## config.mk

```make
export PLATFORM = sky130hd
export DESIGN_NAME = instr_encoder
export DESIGN_NICKNAME = d
export VERILOG_FILES = /design/src/rtl/instr_encoder.sv
export SDC_FILE = /design/constraint.sdc
export NUM_CORES = 1
export LEC_CHECK = 0
export ABC_AREA = 0
export ABC_CLOCK_PERIOD_IN_PS = 2020
export CAP_MARGIN = 10
export CORE_MARGIN = 1
export CORE_UTILIZATION = 42
export DETAILED_ROUTE_END_ITERATION = 10
export PLACE_DENSITY = 0.77
export REMOVE_ABC_BUFFERS = 1
export SKIP_LAST_GASP = 1
export SLEW_MARGIN = 15
export SYNTH_ARGS = -nofsm -noshare
export SYNTH_HDL_FRONTEND = slang
export SYNTH_SLANG_ARGS = --single-unit
```

## constraint.sdc

```tcl
create_clock -name clk -period 2.02 [get_ports clk]
set_clock_uncertainty 0.1 [all_clocks]
set_input_delay 0.303 -clock clk [delete_from_list [all_inputs] [get_ports clk]]
set_output_delay 0.303 -clock clk [all_outputs]
set_load 0.01 [all_outputs]
```

## src/rtl/instr_encoder.sv

```systemverilog
// Packs format/register/funct3/immediate requests into RV32I instruction words
// and emits them with sequential imem byte addresses through one registered stage.
module instr_encoder #(
  parameter logic [31:0] BASE_ADDR = 32'h0000_0000,
  parameter int          CNT_W     = 16
) (
  input  logic             clk,
  input  logic             rst,
  input  logic             in_valid,
  output logic             in_ready,
  input  logic [2:0]       in_fmt,
  input  logic [4:0]       in_rd,
  input  logic [4:0]       in_rs1,
  input  logic [4:0]       in_rs2,
  input  logic [2:0]       in_funct3,
  input  logic [31:0]      in_imm,
  output logic             out_valid,
  input  logic             out_ready,
  output logic [31:0]      out_instr,
  output logic [31:0]      out_addr,
  output logic             err_valid,
  output logic [1:0]       err_code,
  output logic [CNT_W-1:0] inst_count,
  output logic [CNT_W-1:0] err_count
);

  localparam logic [2:0] FMT_ILOAD  = 3'd0;
  localparam logic [2:0] FMT_IARITH = 3'd1;
  localparam logic [2:0] FMT_S      = 3'd2;
  localparam logic [2:0] FMT_B      = 3'd3;
  localparam logic [2:0] FMT_J      = 3'd4;

  localparam logic [1:0] ERR_NONE  = 2'd0;
  localparam logic [1:0] ERR_RANGE = 2'd1;
  localparam logic [1:0] ERR_ALIGN = 2'd2;
  localparam logic [1:0] ERR_FMT   = 2'd3;

  localparam logic signed [31:0] I_MIN = -32'sd2048;
  localparam logic signed [31:0] I_MAX = 32'sd2047;
  localparam logic signed [31:0] B_MIN = -32'sd4096;
  localparam logic signed [31:0] B_MAX = 32'sd4094;
  localparam logic signed [31:0] J_MIN = -32'sd1048576;
  localparam logic signed [31:0] J_MAX = 32'sd1048574;

  localparam logic [CNT_W-1:0] CNT_ONE = {{(CNT_W-1){1'b0}}, 1'b1};

  logic             out_valid_q, out_valid_d;
  logic [31:0]      out_instr_q, out_instr_d;
  logic [31:0]      out_addr_q,  out_addr_d;
  logic             err_valid_q, err_valid_d;
  logic [1:0]       err_code_q,  err_code_d;
  logic [CNT_W-1:0] inst_cnt_q,  inst_cnt_d;
  logic [CNT_W-1:0] err_cnt_q,   err_cnt_d;

  logic             accept, consume;
  logic [31:0]      enc_instr;
  logic [1:0]       enc_err;
  logic signed [31:0] imm_s;

  // Handshake: a side transfers on the rising edge where its valid and ready
  // are both high; in_ready opens when the output stage is empty or draining.
  assign in_ready = !out_valid_q || out_ready;
  assign accept   = in_valid && in_ready;
  assign consume  = out_valid_q && out_ready;
  assign imm_s    = in_imm;

  always_comb begin
    enc_instr = 32'h0;
    enc_err   = ERR_NONE;
    case (in_fmt)
      FMT_ILOAD, FMT_IARITH: begin
        enc_instr = {in_imm[11:0], in_rs1, in_funct3, in_rd,
                     (in_fmt == FMT_ILOAD) ? 7'b0000011 : 7'b0010011};
        if (imm_s < I_MIN || imm_s > I_MAX) enc_err = ERR_RANGE;
      end
      FMT_S: begin
        enc_instr = {in_imm[11:5], in_rs2, in_rs1, in_funct3, in_imm[4:0], 7'b0100011};
        if (imm_s < I_MIN || imm_s > I_MAX) enc_err = ERR_RANGE;
      end
      FMT_B: begin
        enc_instr = {in_imm[12], in_imm[10:5], in_rs2, in_rs1, in_funct3,
                     in_imm[4:1], in_imm[11], 7'b1100011};
        if (in_imm[0])                           enc_err = ERR_ALIGN;
        else if (imm_s < B_MIN || imm_s > B_MAX) enc_err = ERR_RANGE;
      end
      FMT_J: begin
        enc_instr = {in_imm[20], in_imm[10:1], in_imm[11], in_imm[19:12], in_rd, 7'b1101111};
        if (in_imm[0])                           enc_err = ERR_ALIGN;
        else if (imm_s < J_MIN || imm_s > J_MAX) enc_err = ERR_RANGE;
      end
      default: enc_err = ERR_FMT;
    endcase
  end

  // out_addr_q always holds the address the next emitted instruction will carry,
  // so advancing it on consume also covers the consume-and-accept case.
  always_comb begin
    out_valid_d = out_valid_q;
    out_instr_d = out_instr_q;
    out_addr_d  = out_addr_q;
    err_valid_d = 1'b0;
    err_code_d  = err_code_q;
    inst_cnt_d  = inst_cnt_q;
    err_cnt_d   = err_cnt_q;
    if (consume) begin
      out_valid_d = 1'b0;
      out_addr_d  = out_addr_q + 32'd4;
      inst_cnt_d  = inst_cnt_q + CNT_ONE;
    end
    if (accept) begin
      if (enc_err == ERR_NONE) begin
        out_valid_d = 1'b1;
        out_instr_d = enc_instr;
      end else begin
        err_valid_d = 1'b1;
        err_code_d  = enc_err;
        err_cnt_d   = err_cnt_q + CNT_ONE;
      end
    end
  end

  always_ff @(posedge clk) begin
    if (rst) begin
      out_valid_q <= 1'b0;
      out_instr_q <= 32'h0;
      out_addr_q  <= BASE_ADDR;
      err_valid_q <= 1'b0;
      err_code_q  <= ERR_NONE;
      inst_cnt_q  <= '0;
      err_cnt_q   <= '0;
    end else begin
      out_valid_q <= out_valid_d;
      out_instr_q <= out_instr_d;
      out_addr_q  <= out_addr_d;
      err_valid_q <= err_valid_d;
      err_code_q  <= err_code_d;
      inst_cnt_q  <= inst_cnt_d;
      err_cnt_q   <= err_cnt_d;
    end
  end

  assign out_valid  = out_valid_q;
  assign out_instr  = out_instr_q;
  assign out_addr   = out_addr_q;
  assign err_valid  = err_valid_q;
  assign err_code   = err_code_q;
  assign inst_count = inst_cnt_q;
  assign err_count  = err_cnt_q;

endmodule

```

==> results.md <==
* Outcome: finished clean
* Maximum clock insertion buffer count at 2
* Die H at about 110 um
* Yosys warns at 0
* First-pass GRT wire length at between 20000 and 25000 um
* Root buffer cell: clkbuf_16
* Post-synth EDFFs at 0
* WHS Path Cells at 2
* Largest net degree at the start of global routing at 72
* Reg2reg end: err_count[14]$_SDFFE_PP0P_
* Reg clk slew, reported paths at approximately 70 ps
* WL final at 15500 um
* Die area at approximately 0.012 mm^2
* Max-slew headroom at 0.473
* Initial antenna violation count at 0
* Core area at 0.0111 mm^2
* Fmax at about 0.50 GHz
* Insertion delay to the later sink of the worst-skew pair at 340 ps
* Crit path max fanout at 7
* Syn Area/Cell at roughly 8.7 um^2
* Syn-to-layout area delta at 57.4%
* TritonCTS Buffers at 9
* Hold path start: err_code[0]$_SDFFE_PP0P_
* Fraction of layout cells with a size suffix above 1 at 0.246
* Critical path startpoint category: primary input
* Initial drt markers at ~330
* Synth unique cells at 59
* Nets at about 830
* Worst EP required at roughly 2200 ps
* Global route overflow at 0
* Worst Tran Pin Value at around 790 ps
* Sw Ratio at 0.266
* Row cnt at 38
* Register area share after synthesis at 0.395
* CTS tree: built
* Initial Util at 0.440
* # IOs at 158
* Setup TNS Final at 0 ps
* Routability congestion estimate at between 0.8 and 0.9
* Crit end category: register
* Final Hold Viols at 0
* H-tree Lvls at 3
* Clk pwr share at 0.392
* Synth Register Bits at 96
* Via count at around 5.2k
* Sequential Power Share at 0.437
* Worst hold slack at ~360 ps
* Top_reg_cell synth: dfxtp_1
* Final setup fails at 0
* Leakage at about 2.8 nW
* Dpl hpwl at between 10000 and 15000 um
* Max Slew Vio Count at 0
* Cells after Synth at roughly 560
* Num Clock Sinks at 96
* Internal power at about 0.0033 W
* Max-Cap Viols at 0
* Drt pass-1 iters at 5
* ANT cells at 0
* FF-to-FF setup slack at 8 ps
* Peak supply drop at 0.000513 V
* RSZ-0062 raised after global routing: true
* IO buf count at 155
* Hold EP: err_code[0]$_SDFFE_PP0P_
* Vias per cell at 5.68
* Avg WL per Cell at about 17 um
* R2R depth at 6
* Vias in the first global route at 4846
* Final period utilization at 0.996
* RR Startpoint: err_count[5]$_SDFFE_PP0P_
* Hold Crit Class: register to register
* Mapped cell area at 0.00487 mm^2
* Tmin final at between 2000 and 2500 ps
* Sw power at 0.00119 W
* Logic pwr share at 0.171
* Gr usage total at 0.246
* Critical Path AT at about 2100 ps
* Antenna-violating nets left at 0
* Remaining DRCs at 0
* Cts hold-fix bufs at 0
* Die width at 110 um
* CP Class: primary input to register
* Asr flop ratio synth at 0
* Pwr dens at 584 mW/mm^2
==> worst max-delay path, cell delays in order <==
cell	delay [ps]
dlygate4sd2_1	290
nand2_2	100
nand2_1	120
o211ai_2	240
a22oi_4	140
buf_12	160
buf_4	130
a2111oi_4	280
mux2_2	370
==> worst max-delay path by stage <==
stage / slack (ps) / start / endpoint / cells past startpoint
2_1_floorplan: -500 / in_imm[31] / err_count[3]$_SDFFE_PP0P_ / 6
3_3_place_gp: -610 / in_imm[31] / err_count[9]$_SDFFE_PP0P_ / 8
3_5_place_dp: -700 / in_imm[31] / err_count[3]$_SDFFE_PP0P_ / 8
4_1_cts: -8 / in_imm[23] / out_instr[4]$_SDFFE_PP0P_ / 8
5_1_grt: -60 / err_count[5]$_SDFFE_PP0P_ / err_count[14]$_SDFFE_PP0P_ / 6
6_report: 8 / in_fmt[0] / err_count[3]$_SDFFE_PP0P_ / 9
==> per-layer routing <==
metal,part of all wire,track usage
met1,0.42,0.295
met2,0.50,0.433
met3,0.056,0.0373
met4,0.025,0.110
met5,0,0
==> cell usage after synthesis (3+ instances only) <==
master | n | area (um^2)
clkbuf_1 | 17 | 63.8
a2111oi_0 | 3 | 26.3
ha_1 | 3 | 37.5
nand3_1 | 17 | 85.1
xor2_1 | 27 | 236
and4_1 | 6 | 52.6
dfxtp_1 | 96 | 1920
or3_1 | 10 | 62.6
mux2_2 | 17 | 191
nand2_1 | 38 | 143
a21oi_1 | 37 | 185
a22oi_1 | 9 | 67.6
nor2_1 | 61 | 229
nand4_1 | 26 | 163
xnor2_1 | 7 | 61.3
nor3b_1 | 4 | 30.0
nand2b_1 | 5 | 31.3
o31ai_1 | 7 | 52.6
buf_4 | 8 | 60.1
buf_2 | 8 | 40.0
o21ai_0 | 15 | 75.1
nor4_1 | 5 | 31.3
and3_1 | 8 | 50.1
buf_1 | 7 | 26.3
and2_1 | 5 | 31.3
nor3_2 | 4 | 40.0
a31oi_1 | 25 | 156
nor2b_1 | 17 | 106
a211oi_2 | 9 | 113
mux2i_1 | 7 | 70.1
inv_1 | 5 | 18.8
a211oi_1 | 13 | 97.6
==> final cells by class <==
cell class                 count  area [um^2]
tap                          140          175
timing repair buffer         241         2240
fill                         866         3410
sequential                    96         1930
multi-input combinational    414         3000
clock buffer                  10          229
clock inverter                 6         72.6
inverter                       6         22.5
==> cells by family after synthesis <==
| group | share of synthesized area |
|---|---|
| AO/OA/AOI/OAI | 0.191 |
| XOR/XNOR | 0.0611 |
| adder cells (fa/ha/maj) | 0.00771 |
| buffers and inverters | 0.0545 |
| flip-flops | 0.395 |
| AND/OR/NAND/NOR | 0.235 |
| other | 0.000770 |
| multiplexers | 0.0560 |
==> timing repair <==
action                                  CTS  global route
gates cloned                              2             3
pin swaps                                13            26
buffers inserted                          3            13
endpoints found under the setup margin   51            55
resized for setup                        67            56
==> cell usage in the layout, fill, tap and decap left out, types with 5 or more instances in the layout <==
master,count
dfxtp_1,93
inv_1,5
nand2_1,35
a21oi_1,35
buf_4,73
mux2i_1,7
a211oi_2,10
a211oi_1,12
o21ai_0,14
a2111oi_4,5
nor2_1,59
nand4_1,26
clkbuf_16,11
a31oi_1,24
buf_6,6
mux2_2,15
dlygate4sd2_1,12
or3_1,10
clkdlybuf4s50_1,128
a22oi_1,9
and3_1,5
nor2b_1,17
clkbuf_2,12
xnor2_1,7
xor2_1,27
nand3_1,16
==> power groups by stage <==
stage / clock (W) / combinational, W / sequential (W)
after floorplan: 0 / 0.000214 / 0.00201
after global placement: 0 / 0.000626 / 0.00200
after detailed placement: 0 / 0.000644 / 0.00200
after CTS: 0.00178 / 0.000694 / 0.00196
after global routing: 0.00185 / 0.000808 / 0.00196
final: 0.00176 / 0.000764 / 0.00196
==> registers in the layout (all words and copies together), names as in the netlist <==
signal,cells
out_addr,30
out_instr,30
err_count,16
inst_count,16
err_code,2
err_valid,1
out_valid,1
==> through the flow <==
step,total power [W],cells,setup WS [ps],utilization,instance area [um^2]
after floorplan,0.00223,515,-502,-,4630
after global placement,0.00262,877,-613,0.622,6890
after detailed placement,0.00264,877,-702,0.622,6890
after CTS,0.00443,898,-7.70,0.671,7440
after global routing,0.00462,913,-57.4,0.692,7670
final,0.00448,913,7.67,0.692,7670
(Power assumes the default switching activity.)
